**src/rtl/apb_pkg.sv**
```systemverilog
// Shared types and constants for the APB command master and its wait timer.
package apb_pkg;

   localparam int unsigned APB_ADDR_WIDTH = 12;
   localparam int unsigned APB_DATA_WIDTH = 32;
   localparam int unsigned APB_STRB_WIDTH = APB_DATA_WIDTH / 8;

   localparam logic [2:0] APB_PPROT_DEFAULT = 3'b000;

   typedef enum logic [1:0] {
      IDLE   = 2'd0,
      SETUP  = 2'd1,
      ACCESS = 2'd2,
      RESP   = 2'd3
   } apb_state_e;

   typedef struct packed {
      logic                      write;
      logic [APB_ADDR_WIDTH-1:0] addr;
      logic [APB_DATA_WIDTH-1:0] wdata;
      logic [APB_STRB_WIDTH-1:0] strb;
   } apb_cmd_t;

endpackage

```
**src/rtl/apb_wait_timer.sv**
```systemverilog
// Counts ACCESS cycles with PREADY low; flags the cycle on which the budget runs out.
module apb_wait_timer #(
   parameter int unsigned TIMEOUT_CYCLES = 16
) (
   input  logic i_clk,
   input  logic i_rst_n,
   input  logic clear,
   input  logic enable,
   output logic expire
);

   localparam int unsigned CW     = (TIMEOUT_CYCLES == 0) ? 1 : $clog2(TIMEOUT_CYCLES + 1);
   localparam int unsigned LAST_I = (TIMEOUT_CYCLES == 0) ? 0 : TIMEOUT_CYCLES - 1;
   localparam logic [CW-1:0] LAST = LAST_I[CW-1:0];

   logic [CW-1:0] cnt;

   always_ff @(posedge i_clk or negedge i_rst_n) begin
      if (!i_rst_n) begin
         cnt <= '0;
      end else if (clear) begin
         cnt <= '0;
      end else if (enable) begin
         cnt <= cnt + CW'(1);
      end
   end

   // Fires on the stalled cycle that would bring the count up to TIMEOUT_CYCLES.
   assign expire = (TIMEOUT_CYCLES != 0) && enable && (cnt == LAST);

endmodule

```
**src/rtl/apb_cmd_master.sv**
```systemverilog
// APB4 initiator: accepts one valid/ready command, runs SETUP/ACCESS, returns a response.
//
// state  | meaning
// IDLE   | ready for a command (o_cmd_ready high)
// SETUP  | psel=1, penable=0, APB fields loaded
// ACCESS | psel=1, penable=1, waiting on PREADY or timeout
// RESP   | response presented until i_rsp_ready
module apb_cmd_master
   import apb_pkg::*;
#(
   parameter int unsigned ADDR_WIDTH     = APB_ADDR_WIDTH,
   parameter int unsigned DATA_WIDTH     = APB_DATA_WIDTH,
   parameter int unsigned TIMEOUT_CYCLES = 16
) (
   input  logic                    i_clk,
   input  logic                    i_rst_n,
   input  logic                    i_cmd_valid,
   output logic                    o_cmd_ready,
   input  logic                    i_cmd_write,
   input  logic [ADDR_WIDTH-1:0]   i_cmd_addr,
   input  logic [DATA_WIDTH-1:0]   i_cmd_wdata,
   input  logic [DATA_WIDTH/8-1:0] i_cmd_strb,
   output logic                    o_rsp_valid,
   input  logic                    i_rsp_ready,
   output logic [DATA_WIDTH-1:0]   o_rsp_rdata,
   output logic                    o_rsp_err,
   output logic                    o_rsp_timeout,
   output logic                    o_psel,
   output logic                    o_penable,
   output logic                    o_pwrite,
   output logic [ADDR_WIDTH-1:0]   o_paddr,
   output logic [DATA_WIDTH-1:0]   o_pwdata,
   output logic [DATA_WIDTH/8-1:0] o_pstrb,
   output logic [2:0]              o_pprot,
   input  logic                    i_pready,
   input  logic                    i_pslverr,
   input  logic [DATA_WIDTH-1:0]   i_prdata
);

   apb_state_e state_q, state_d;
   logic       expire;

   apb_wait_timer #(.TIMEOUT_CYCLES(TIMEOUT_CYCLES)) u_wait_timer (
      .i_clk   (i_clk),
      .i_rst_n (i_rst_n),
      .clear   (state_q == SETUP),
      .enable  ((state_q == ACCESS) && !i_pready),
      .expire  (expire)
   );

   always_ff @(posedge i_clk or negedge i_rst_n) begin
      if (!i_rst_n) state_q <= IDLE;
      else          state_q <= state_d;
   end

   always_comb begin
      state_d = state_q;
      unique case (state_q)
         IDLE:    if (i_cmd_valid)           state_d = SETUP;
         SETUP:                              state_d = ACCESS;
         ACCESS:  if (i_pready || expire)    state_d = RESP;
         RESP:    if (i_rsp_ready)           state_d = IDLE;
         default:                            state_d = IDLE;
      endcase
   end

   assign o_cmd_ready = (state_q == IDLE);
   assign o_pprot     = APB_PPROT_DEFAULT;

   // Outputs are registered; APB fields stay put from SETUP through the last ACCESS cycle.
   always_ff @(posedge i_clk or negedge i_rst_n) begin
      if (!i_rst_n) begin
         o_psel        <= 1'b0;
         o_penable     <= 1'b0;
         o_pwrite      <= 1'b0;
         o_paddr       <= '0;
         o_pwdata      <= '0;
         o_pstrb       <= '0;
         o_rsp_valid   <= 1'b0;
         o_rsp_rdata   <= '0;
         o_rsp_err     <= 1'b0;
         o_rsp_timeout <= 1'b0;
      end else begin
         unique case (state_q)
            IDLE: begin
               if (i_cmd_valid) begin
                  o_psel    <= 1'b1;
                  o_penable <= 1'b0;
                  o_pwrite  <= i_cmd_write;
                  o_paddr   <= i_cmd_addr;
                  o_pwdata  <= i_cmd_write ? i_cmd_wdata : '0;
                  o_pstrb   <= i_cmd_write ? i_cmd_strb  : '0;
               end
            end
            SETUP: begin
               o_penable <= 1'b1;
            end
            ACCESS: begin
               if (i_pready) begin
                  o_psel        <= 1'b0;
                  o_penable     <= 1'b0;
                  o_rsp_valid   <= 1'b1;
                  o_rsp_rdata   <= o_pwrite ? '0 : i_prdata;
                  o_rsp_err     <= i_pslverr;
                  o_rsp_timeout <= 1'b0;
               end else if (expire) begin
                  o_psel        <= 1'b0;
                  o_penable     <= 1'b0;
                  o_rsp_valid   <= 1'b1;
                  o_rsp_rdata   <= '0;
                  o_rsp_err     <= 1'b1;
                  o_rsp_timeout <= 1'b1;
               end
            end
            RESP: begin
               if (i_rsp_ready) begin
                  o_rsp_valid   <= 1'b0;
                  o_rsp_rdata   <= '0;
                  o_rsp_err     <= 1'b0;
                  o_rsp_timeout <= 1'b0;
               end
            end
            default: begin
               o_psel    <= 1'b0;
               o_penable <= 1'b0;
            end
         endcase
      end
   end

endmodule

```
**config.mk**
```make
export PLATFORM = sky130hd
export DESIGN_NAME = apb_cmd_master
export DESIGN_NICKNAME = d
export VERILOG_FILES = /design/src/rtl/apb_pkg.sv /design/src/rtl/apb_wait_timer.sv /design/src/rtl/apb_cmd_master.sv
export SDC_FILE = /design/constraint.sdc
export NUM_CORES = 1
export LEC_CHECK = 0
export BUFFER_PORTS_ARGS = -buffer_cell sky130_fd_sc_hd__buf_2
export CORE_MARGIN = 2
export CORE_UTILIZATION = 46
export CTS_CLUSTER_DIAMETER = 80
export DETAILED_ROUTE_END_ITERATION = 10
export GPL_ROUTABILITY_DRIVEN = 0
export PLACE_DENSITY_LB_ADDON = 0.2
export REMOVE_ABC_BUFFERS = 1
export SLEW_MARGIN = 20
export SYNTH_ARGS = -nofsm -noshare
export SYNTH_HDL_FRONTEND = slang
export SYNTH_SLANG_ARGS = --single-unit
```
**constraint.sdc**
```tcl
create_clock -name i_clk -period 2.25 [get_ports i_clk]
set_input_delay 0.1125 -clock i_clk [delete_from_list [all_inputs] [get_ports i_clk]]
set_output_delay 0.1125 -clock i_clk [all_outputs]
set_load 0.01 [all_outputs]
```
Yosys cells after proc, flatten, opt, wreduce, memory -nomap -nowiden

Cells that the tools add are included.

Register bits: 93
Latch bits: 0
Memory bits (writable): 0
ROM bits: 0
Bits of input ports: 87
Output and inout port bits: 90
Word-level logic and storage cells: 62
Memories kept: 0

$add $sub $neg: 1
Multipliers: 0
Div/mod/pow operators: 0
Magnitude comparators: 0
Eq/ne operators: 8
Shifts and indexed selects: 0
Multiplexer cells: 27
Bitwise gates (word level): 0
Reduce and logical (&&, ||, !) cells: 14

Operators by type and width:

| kind                                                | count |
|---|---|
| 2-to-1 mux 32 bit                                   | 5 |
| one-hot mux 32 bit (2 select lines)                 | 1 |
| AND reduction 3 bit                                 | 4 |
| 2-to-1 mux 5 bit                                    | 2 |
| 2-to-1 mux 1 bit                                    | 9 |
| one-hot mux 1 bit (2 select lines)                  | 4 |
| one-hot mux 2 bit (4 select lines)                  | 1 |
| 2-to-1 mux 2 bit                                    | 3 |
| nonzero test 2 bit                                  | 3 |
| adder 5 x 1 -> 5 bit, second input constant         | 1 |
| equality test 5 x 4 -> 1 bit, second input constant | 1 |
| equality test 2 bit, second input constant          | 2 |
| 2-to-1 mux 4 bit                                    | 1 |
| != test 2 bit, second input constant                | 2 |
| != test 3 bit, second input constant                | 1 |
| one-hot mux 1 bit (3 select lines)                  | 1 |
| nonzero test 3 bit                                  | 1 |
| equality test 2 x 1 -> 1 bit, second input constant | 1 |
| logical AND 1 bit                                   | 2 |
| zero test 2 bit                                     | 1 |
| != test 2 x 1 -> 1 bit, second input constant       | 1 |
| AND reduction 2 bit                                 | 1 |
| zero test 1 bit                                     | 1 |
| logical OR 1 bit                                    | 1 |

Logic depth before layout (Yosys ltp)

Gate-level depths: netlist (run 1).

Word-level depth: 6
Gate-level depth with buffers: 8
Depth with buffers taken out: 6

By module

From an unflattened synthesis (run 1), not the netlist that was laid out.

Cell total of the unflattened synthesis: 387
Area total of the unflattened synthesis: 4,081.4 sq um

Modules (own cells, without submodules):

| module         | instances | cells an instance | area an instance (sq um) | seq. area each (sq um) |
|---|---|---|---|---|
| apb_cmd_master | 1         | 363               | 3,796.1                  | 2,202.1 |
| apb_wait_timer | 1         | 24                | 285.3                    | 125.1 |

Worst setup path after synthesis (run 1)

Ideal clock, no wire load.

Path kind: reg2reg
From: register u_wait_timer.cnt[0]
To: register o_rsp_err
Library setup time: 125 ps
Arrival time: 1,836 ps
Data required time: 2,125 ps
Path slack: 289 ps
Cell stages (with the launch flop): 8
Path buffers: 1
Clock period less this slack: 1,961 ps
Cells stage by stage: dfrtp_1 -> ha_1 -> and3_1 -> ha_1 -> nor3b_1 -> or3_1 -> buf_6 -> mux2_2

Cells in the longest elaborated chain, start to end: 4

Ends and longest elaborated chain:

| item                          | line                  | source |
|---|---|---|
| from (decl)                   | apb_wait_timer.sv:16  | `logic [CW-1:0] cnt;` |
| from (signal assigned)        | apb_wait_timer.sv:24  | `cnt <= cnt + CW'(1);` |
| equality test 5 x 4 -> 1 bit  | apb_wait_timer.sv:29  | `assign expire = (TIMEOUT_CYCLES != 0) && enable && (cnt == LAST);` |
| logical AND 1 bit             | apb_wait_timer.sv:29  |  |
| != test 3 bit (no line)       | n/a                   |  |
| AND reduction 3 bit (no line) | n/a                   |  |
| to (signal assigned)          | apb_cmd_master.sv:104 | `o_rsp_err <= i_pslverr;` |
| to (decl)                     | apb_cmd_master.sv:26  | `output logic o_rsp_err,` |

Every way passes these cells.
A chain may end at the register's enable or synchronous reset.

Worst setup path in the final report (run 1)

From: register u_wait_timer.cnt[0]
To: register o_rsp_rdata[18]

Cells in the longest elaborated chain, start to end: 4

Ends and longest elaborated chain:

| item                          | line                  | source |
|---|---|---|
| equality test 5 x 4 -> 1 bit  | apb_wait_timer.sv:29  |  |
| logical AND 1 bit             | apb_wait_timer.sv:29  |  |
| != test 3 bit (no line)       | n/a                   |  |
| AND reduction 3 bit (no line) | n/a                   |  |
| to (signal assigned)          | apb_cmd_master.sv:103 | `o_rsp_rdata <= o_pwrite ? '0 : i_prdata;` |
| to (decl)                     | apb_cmd_master.sv:25  | `output logic [DATA_WIDTH-1:0] o_rsp_rdata,` |

Every way passes these cells.

==> results_dict.tcl, run 1 <==
set metrics [dict create \
    status "finished, final reports clean" \
    finalHoldViolations 0 \
    synth_ff_type "dfrtp_1" \
    final_common_cell "buf_2" \
    place_area_um2 4670 \
    p_total_mw 6.90 \
    min_path_type "in -> reg" \
    rsz0062_at_grt "no" \
    arrival_ps 2350 \
    timing.final.crit_share 0.918 \
    io_pins 177 \
    cts_max_level 3 \
    grt_antenna_before_repair 0 \
    drive_gt1_frac 0.397 \
    final.min_clock_period_ps 2070 \
    grt_pass1_wl_mm 15.5 \
    hold_slack_ps 11.0 \
    setup_violations 0 \
    track_usage 0.225 \
    p_per_area_nw_per_um2 1270 \
    relSlewSlack 0.553 \
    async_flop_share 1.00 \
    cts_tree "yes" \
    max_freq_mhz 484 \
    vdd_drop_max_mv 0.693 \
    dp_cells 582 \
    synthCells 319 \
    tightest_slew_ps 670 \
    cap_violations 0 \
    first_pass_iters 4 \
    gr-total-overflow 0 \
    maxSlewViolCount 0 \
    p_leak_nw 2.92 \
    numCtsBuffers 9 \
    fin_cells 654 \
    die_width_um 93.6 \
    end_kind "flop" \
    synth_edf_count 0 \
    grt_pass1_vias 3214 \
    critPathLaunchType "flop" \
    syn_area_um2 3700 \
    drc 0 \
    fill_cells 584 \
    die-area_um2 8770 \
    tns_ps 0 \
    ys_ff_latch 93 \
    clk_latency_ps 350 \
    post_drt_wl_per_cell_um 15.1 \
    yosysUniqueCellTypes 26 \
    grt_max_degree 48 \
    path_class "reg -> reg" \
    fin_nets 640 \
    hpwlAfterDp_mm 6.36 \
    first_iter_violations 157 \
    die_h_um 93.6 \
    viasPerCell 4.89 \
    clock-sinks 93 \
    required_ps 2540 \
    start_util 0.476 \
    cts_setup_buffers 0 \
    yosysWarningCount 0 \
    syn_area_per_cell_um2 11.6 \
    fp-row-count 32 \
    yosysSeqAreaShare 0.630 \
    core_um2 7770 \
    syn2layout_area_growth_pct 47.2 \
    routed_wl_mm 9.90 \
    clock_tree.buffer_depth 2 \
    path_max_fanout 17 \
    clk_pin_slew_ps 100 \
    ant_nets 0 \
    port_buffers 173 \
    cts_root_buffer "clkbuf_8" \
    mostFrequentLayoutCells "buf_2, dfrtp_1, nand2_1, dlygate4sd3_1, o21ai_0" \
    vias 3199 \
    design_area_um2 5440 \
    clock_skew_ps 17.9 \
]
-- cell families after synthesis --
logic type | share of synthesized area
DFF | 0.630
and+or+nand+nor | 0.102
AOI/OAI and AO/OA | 0.134
buffers and inverters | 0.0413
muxes | 0.0630
adders and majority gates | 0.0237
xor gates and xnor gates | 0.00474
other | 0.00101
-- report_power, final --
| part | switching [mW] | internal, mW | leakage, nW |
|---|---|---|---|
| registers | 0.412 | 2.43 | 1.21 |
| clock network | 0.626 | 0.569 | 0.110 |
| logic | 1.52 | 1.33 | 1.60 |
| total | 2.56 | 4.33 | 2.92 |
-- final timing paths --
| path | depth (start not counted) | slack (ps) | endpoint | start |
|---|---|---|---|---|
| max | 7 | 180 | o_rsp_rdata[18]$_DFFE_PN0P_ | u_wait_timer.cnt[0]$_DFFE_PN0P_ |
| min | 2 | 10 | o_paddr[6]$_DFFE_PN0P_ | i_cmd_addr[6] |
| max reg2reg | 7 | 180 | o_rsp_rdata[18]$_DFFE_PN0P_ | u_wait_timer.cnt[0]$_DFFE_PN0P_ |
| min reg2reg | 2 | 480 | o_pwdata[23]$_DFFE_PN0P_ | o_pwdata[23]$_DFFE_PN0P_ |
| max in group asynchronous | 3 | 1230 | o_pwdata[7]$_DFFE_PN0P_ | i_rst_n |
| min in group asynchronous | 2 | 320 | o_rsp_rdata[1]$_DFFE_PN0P_ | i_rst_n |
-- metal layers --
layer | vias up | wire length [um] | GRT usage
met5 | - | 0 | 0
met4 | 0 | 212 | 0.0930
met3 | 20 | 474 | 0.0346
met2 | 105 | 5200 | 0.393
met1 | 1542 | 4010 | 0.280
li1 | 1532 | - | -
-- synthesized netlist by cell type, drive strengths merged, types with 3 or more instances --
| master | number | share of area |
|---|---|---|
| buf | 9 | 0.021 |
| clkbuf | 14 | 0.014 |
| o21ai | 37 | 0.050 |
| nor3 | 3 | 0.0041 |
| a22o | 33 | 0.078 |
| ha | 7 | 0.024 |
| nor2b | 4 | 0.0068 |
| mux2i | 3 | 0.0081 |
| nand2 | 74 | 0.075 |
| inv | 6 | 0.0061 |
| nor2 | 7 | 0.0071 |
| dfrtp | 93 | 0.63 |
| mux2 | 18 | 0.055 |
-- state kept, by name, summed over array words and instances (netlist names) --
signal / count
state_q: 2
o_paddr: 12
o_penable: 1
o_rsp_timeout: 1
o_pwdata: 32
u_wait_timer.cnt: 5
o_pstrb: 4
o_rsp_err: 1
o_rsp_valid: 1
o_pwrite: 1
o_rsp_rdata: 32
o_psel: 1
-- worst max-delay path, cell delays in order, from the launching register on --
cell	delay, ps
dfrtp_1	420
ha_1	230
and3_1	180
ha_1	210
nor3b_1	330
or3_4	230
buf_4	220
a22o_1	180
-- through the flow --
stage	util	setup WS, ps
3_3_place_gp	0.601	209
4_1_cts	0.696	104
5_1_grt	0.700	52.0
6_report	0.701	184
2_1_floorplan	-	-537
3_5_place_dp	0.601	128
-- area by class of cell --
type / instances / area, um^2 / area share
clock inverter: 6 / 76.3 / 0.0140
sequential: 93 / 2330 / 0.428
antenna: 1 / 2.50 / 0.000460
timing repair buffer: 237 / 1510 / 0.278
clock buffer: 10 / 138 / 0.0253
multi-input combinational: 199 / 1240 / 0.227
tap: 102 / 128 / 0.0235
inverter: 6 / 22.5 / 0.00414
-- timing repair --
item / in CTS / in global routing
hold buffers: 52 / 3
endpoints found under the hold margin: 96 / 3
setup endpoints to repair: 0 / 31
gates resized for setup: 0 / 1
Power figures use the tool's default switching activity.
==> run 2: changes to the inputs <==
--- a/config.mk
+++ b/config.mk
@@ -6,8 +6,7 @@
 export NUM_CORES = 1
 export LEC_CHECK = 0
 export BUFFER_PORTS_ARGS = -buffer_cell sky130_fd_sc_hd__buf_2
-export CORE_MARGIN = 2
-export CORE_UTILIZATION = 46
+export CORE_UTILIZATION = 47
 export CTS_CLUSTER_DIAMETER = 80
 export DETAILED_ROUTE_END_ITERATION = 10
 export GPL_ROUTABILITY_DRIVEN = 0
@@ -16,4 +15,6 @@
 export SLEW_MARGIN = 20
 export SYNTH_ARGS = -nofsm -noshare
 export SYNTH_HDL_FRONTEND = slang
+export SYNTH_HIERARCHICAL = 1
 export SYNTH_SLANG_ARGS = --single-unit
+export TNS_END_PERCENT = 20
==> run 2 against run 1 <==
  * Global-route usage rose by 0.65 points
  * Core utilization rose by 1.9 points
  * Synthesized cell count rose by 21%
  * Cell count rose by 13%
  * Non-clock buffer count rose by 19
  * Clock skew rose by 0.61 ps
  * Largest cell class unchanged
  * Largest power group unchanged
==> results_dict.tcl, run 2 <==
set metrics [dict create \
    p_total_mw 6.69 \
    max_freq_mhz 468 \
    path_cells "ha_1 -> and3_1 -> ha_1 -> and2_1 -> nor3b_4 -> nor3_4 -> buf_4 -> mux2_4" \
    finalHoldViolations 0 \
    reg2reg_to "o_rsp_err$_DFFE_PN0P_" \
    routed_wl_mm 10.2 \
    routedLengthMet1_mm 4.15 \
    syn2layout_area_growth_pct 46.3 \
    vdd_drop_max_mv 0.542 \
    io_pins 177 \
    first_iter_violations 124 \
    async_flop_share 1.00 \
    ys_top_cells_by_area "dfrtp_1, nand2_1, mux2i_1" \
    drc 0 \
    end_kind "flop" \
    utilization 0.719 \
    holdCritStartpoint "i_cmd_wdata[2]" \
    path_depth 8 \
    vias 3475 \
    ys_top_cells_by_count "nand2_1, dfrtp_1, inv_1" \
    worstHoldPathCells 3 \
    antenna_cells 0 \
    start_util 0.492 \
    relSlewSlack 0.574 \
    crit_top_cell "ha_1" \
    numCtsBuffers 9 \
    dr_wl_met3_um 901 \
    synth_ff_type "dfrtp_1" \
    tightest_slew_ps 639 \
    syn_area_um2 4080 \
    critPathLaunchType "flop" \
    setup_violations 0 \
    synth_edf_count 0 \
    core_um2 8300 \
    hpwlAfterDp_mm 6.28 \
    path_class "reg -> reg" \
    viasPerCell 4.68 \
    crit_slowest_cell "dfrtp_1" \
    arrival_ps 2370 \
    first_pass_iters 6 \
    final_common_cell "buf_2" \
    top_layer "met4" \
    critical_path.max_stage_delay_ps 440 \
    cap_violations 0 \
    die_width_um 95.2 \
    clk_latency_ps 360 \
    yosysSeqAreaShare 0.570 \
    hold_slack_ps 13.3 \
    r2r_start "u_wait_timer/cnt[0]$_DFFE_PN0P_" \
    die_h_um 95.2 \
    grt_max_degree 41 \
    p_per_area_nw_per_um2 1120 \
    synth_top_cell_area_share 0.570 \
    post_drt_wl_per_cell_um 13.7 \
    synthCells 387 \
    largest_registers "o_pwdata: 32 flops, o_rsp_rdata: 32 flops, o_paddr: 12 flops" \
    clock_tree.buffer_depth 2 \
    clk_pin_slew_ps 90 \
    gr-total-overflow 0 \
    wl_met2_mm 4.94 \
    syn_area_per_cell_um2 10.5 \
    maxSlewViolCount 0 \
    timing.final.crit_share 0.950 \
    drive_gt1_frac 0.350 \
    rr_worst_depth 8 \
    cpLargestDelayFamily "simple AND/OR/NAND/NOR gates" \
    yosysWarningCount 6 \
    die-area_um2 9060 \
    ys_ff_latch 93 \
    p_leak_nw 3.14 \
    clock-sinks 93 \
    fp-row-count 33 \
    rsz0062_at_grt "no" \
    fin_nets 726 \
    grt_pass1_vias 3564 \
    pre_cts_ws_ps 105 \
    mostFrequentLayoutCells "buf_2, nand2_1, dfrtp_1, dlygate4sd3_1, inv_1" \
    yosysMostFrequentCell "nand2_1" \
    cts_root_buffer "clkbuf_8" \
    cts_max_level 3 \
    port_buffers 173 \
    final.min_clock_period_ps 2140 \
    grt_antenna_before_repair 0 \
    yosysUniqueCellTypes 33 \
    path_max_fanout 4 \
    critPathBufInv 1 \
    status "finished, final reports clean" \
    synth_area_leader_cell "dfrtp_1" \
    grt_pass1_wl_mm 16.2 \
    required_ps 2490 \
    rrSetupSlack_ps 110 \
    tns_ps 0 \
    cts_tree "yes" \
    track_usage 0.232 \
    clock_skew_ps 18.6 \
    min_delay_worst_endpoint "o_pwdata[2]$_DFFE_PN0P_" \
    min_path_type "in -> reg" \
    fin_ws_ps 112 \
    ant_nets 0 \
]
run 2: changes by cell type in the layout (fill, tap and decap cells not counted), moves of 3 or more:
cell and change:
mux2i_1 +31, dlygate4sd3_1 +17, a22o_1 -33, nand2_1 +31, inv_6 -3, mux2_2 -3
inv_1 +33
run 2: worst max-delay path by stage:
stage,start,endpoint
after global routing,state_q[0]$_DFFE_PN0P_,o_rsp_rdata[15]$_DFFE_PN0P_
after floorplan,state_q[0]$_DFFE_PN0P_,o_rsp_err$_DFFE_PN0P_
final,u_wait_timer/cnt[0]$_DFFE_PN0P_,o_rsp_err$_DFFE_PN0P_
after detailed placement,state_q[0]$_DFFE_PN0P_,o_rsp_rdata[30]$_DFFE_PN0P_
after global placement,state_q[0]$_DFFE_PN0P_,o_rsp_rdata[5]$_DFFE_PN0P_
after CTS,state_q[0]$_DFFE_PN0P_,o_rsp_rdata[26]$_DFFE_PN0P_
run 2: timing repair:
item | in CTS | in global routing
endpoints found under the hold margin | 103 | 1
endpoints found under the setup margin | 0 | 32
resized for setup | 0 | 0
setup buffers | 0 | 1
hold buffers | 71 | 1
run 2: layer usage:
layer	GRT usage	vias up
li1	-	1709
met5	0	-
met3	0.0742	17
met2	0.398	147
met4	0.0871	0
met1	0.269	1602
run 2: kinds of logic (layout without fill, tap and decap cells):
group | count (synthesis) | in the layout | synth area share
XOR/XNOR | 1 | 1 | 0.00215
buffers and inverters | 63 | 311 | 0.0779
AO/OA/AOI/OAI | 46 | 46 | 0.0622
multiplexers | 51 | 51 | 0.132
AND/OR/NAND/NOR | 125 | 125 | 0.133
flip-flops | 93 | 93 | 0.570
other | 1 | 3 | 0.000919
adder cells (fa/ha/maj) | 7 | 7 | 0.0215
run 2: worst min-delay path, stage by stage:
cell and delay, ps:
buf_2 90, nand2_1 50, o21ai_0 60
run 2: where the power goes:
group	switching [mW]	internal, mW
registers	0.344	2.29
logic	1.52	1.37
clock network	0.615	0.561
run 2: metrics by stage:
stage	cells	area [um^2]
after floorplan	365	3920
after global placement	653	5030
after detailed placement	653	5030
after CTS	740	5950
after global routing	742	5970
final	742	5970
run 2: area by class of cell:
class                      instances  area [um^2]
multi-input combinational        233         1460
inverter                          39          146
timing repair buffer             256         1700
tap                              105          131
fill                             572         2330
clock inverter                     5         67.6
clock buffer                      11          141
sequential                        93         2330
==> run 3: changes to the inputs <==
==> constraint.sdc (replaced) <==
create_clock -name i_clk -period 2.25 [get_ports i_clk]
set_input_delay 0.225 -clock i_clk [delete_from_list [all_inputs] [get_ports i_clk]]
set_output_delay 0.225 -clock i_clk [all_outputs]
set_load 0.01 [all_outputs]
==> run 3 against run 2 <==
  * Cell count decreased by 9.8%
  * Via count shrank 9.5%
  * Total power fell by 1.6%
  * Count of clock-buffer cells in the layout unchanged
  * Core utilization decreased by 8.5 points
  * Setup slack gained 68 ps
  * Sequential share of layout area up 5.2 points
  * Clock skew decreased by 4.9 ps
  * Critical endpoint is now state_q[1]$_DFFE_PN0P_
==> results_dict.tcl, run 3 (synthesized netlist as in run 2, its figures left out) <==
set metrics [dict create \
    antenna_cells 0 \
    tightest_slew_ps 655 \
    track_usage 0.197 \
    min_path_type "in -> reg" \
    clock_tree.buffer_depth 2 \
    tns_ps 0 \
    grt_pass1_wl_mm 13.8 \
    first_pass_iters 4 \
    die_h_um 95.2 \
    port_buffers 173 \
    die_width_um 95.2 \
    routed_wl_mm 8.68 \
    required_ps 2490 \
    core_um2 8300 \
    p_per_area_nw_per_um2 1250 \
    grt_antenna_before_repair 0 \
    max_freq_mhz 483 \
    setup_violations 0 \
    post_drt_wl_per_cell_um 13.0 \
    cts_max_level 3 \
    gr-total-overflow 0 \
    drive_gt1_frac 0.392 \
    fin_nets 653 \
    arrival_ps 2310 \
    fp-row-count 33 \
    cts_tree "yes" \
    p_leak_nw 2.83 \
    timing.final.crit_share 0.920 \
    grt_max_degree 47 \
    fin_cells 669 \
    drc 0 \
    vdd_drop_max_mv 0.604 \
    critPathLaunchType "flop" \
    p_total_mw 6.59 \
    start_util 0.492 \
    dp_cells 652 \
    maxSlewViolCount 0 \
    first_iter_violations 104 \
    io_pins 177 \
    cts_setup_buffers 0 \
    largest_registers "o_pwdata: 32 flops, o_rsp_rdata: 32 flops, o_paddr: 12 flops" \
    status "finished, final reports clean" \
    clock-sinks 93 \
    viasPerCell 4.70 \
    finalHoldViolations 0 \
    grt_pass1_vias 3009 \
    path_class "reg -> reg" \
    ant_nets 0 \
    clock_skew_ps 13.6 \
    cts_root_buffer "clkbuf_8" \
    end_kind "flop" \
    final_common_cell "buf_2" \
    numCtsBuffers 9 \
    vias 3144 \
    path_max_fanout 6 \
    rsz0062_at_grt "no" \
    hold_slack_ps 93.1 \
    die-area_um2 9060 \
    relSlewSlack 0.563 \
    cap_violations 0 \
    hpwlAfterDp_mm 6.29 \
    final.min_clock_period_ps 2070 \
    syn2layout_area_growth_pct 29.0 \
    clk_latency_ps 350 \
    mostFrequentLayoutCells "buf_2, nand2_1, dfrtp_1, inv_1, o21ai_0" \
    clk_pin_slew_ps 100 \
]
run 3: cell type report:
| cell class | count | area [um^2] |
|---|---|---|
| clock buffers | 11 | 131 |
| clock inverters | 5 | 85.1 |
| fillers | 722 | 3030 |
| inverters | 39 | 146 |
| multi-input cells | 233 | 1460 |
| flip-flops and latches | 93 | 2330 |
| well taps | 105 | 131 |
| repair buffers | 183 | 983 |
run 3: critical path, stage by stage, from the launching register on:
cell and delay, ps:
dfrtp_1 440, inv_1 110, ha_2 240, nor2b_1 180
and2_1 230, nor3b_4 80, nor3_1 310, mux2_2 370
run 3: repair_timing:
action / in CTS / in global routing
endpoints found under the setup margin: 0 / 32
gates resized for setup: 0 / 1
hold buffers: 1 / 0
endpoints found under the hold margin: 44 / 0
run 3: layer usage:
layer	track usage	routed length, um	vias to the layer above
li1	-	-	1567
met1	0.247	3960	1448
met2	0.319	3920	123
met3	0.0662	725	6
met4	0.0682	70	0
met5	0	0	-
run 3: worst paths after layout:
kind	cells after the start	to	start	slack, ps
max in group asynchronous	3	o_rsp_timeout$_DFFE_PN0P_	i_rst_n	1130
setup / recovery	7	state_q[1]$_DFFE_PN0P_	state_q[0]$_DFFE_PN0P_	180
hold / removal	2	o_paddr[3]$_DFFE_PN0P_	i_cmd_addr[3]	90
min in group asynchronous	2	o_rsp_rdata[11]$_DFFE_PN0P_	i_rst_n	430
setup reg to reg	7	state_q[1]$_DFFE_PN0P_	state_q[0]$_DFFE_PN0P_	180
hold reg to reg	2	o_pwdata[20]$_DFFE_PN0P_	o_pwdata[20]$_DFFE_PN0P_	480
run 3: where the power goes:
part           leakage, nW  internal, mW  switching (mW)
clock network        0.104         0.631           0.575
registers             1.21          2.29           0.349
logic                 1.52          1.28            1.47
run 3: metrics by stage:
step | utilization | area, um^2 | setup slack [ps]
after global placement | 0.607 | 5040 | 235
after global routing | 0.635 | 5270 | 6.23
after CTS | 0.634 | 5260 | 65.9
after detailed placement | 0.607 | 5040 | 91.3
after floorplan | - | 3920 | -1720
final | 0.635 | 5270 | 180
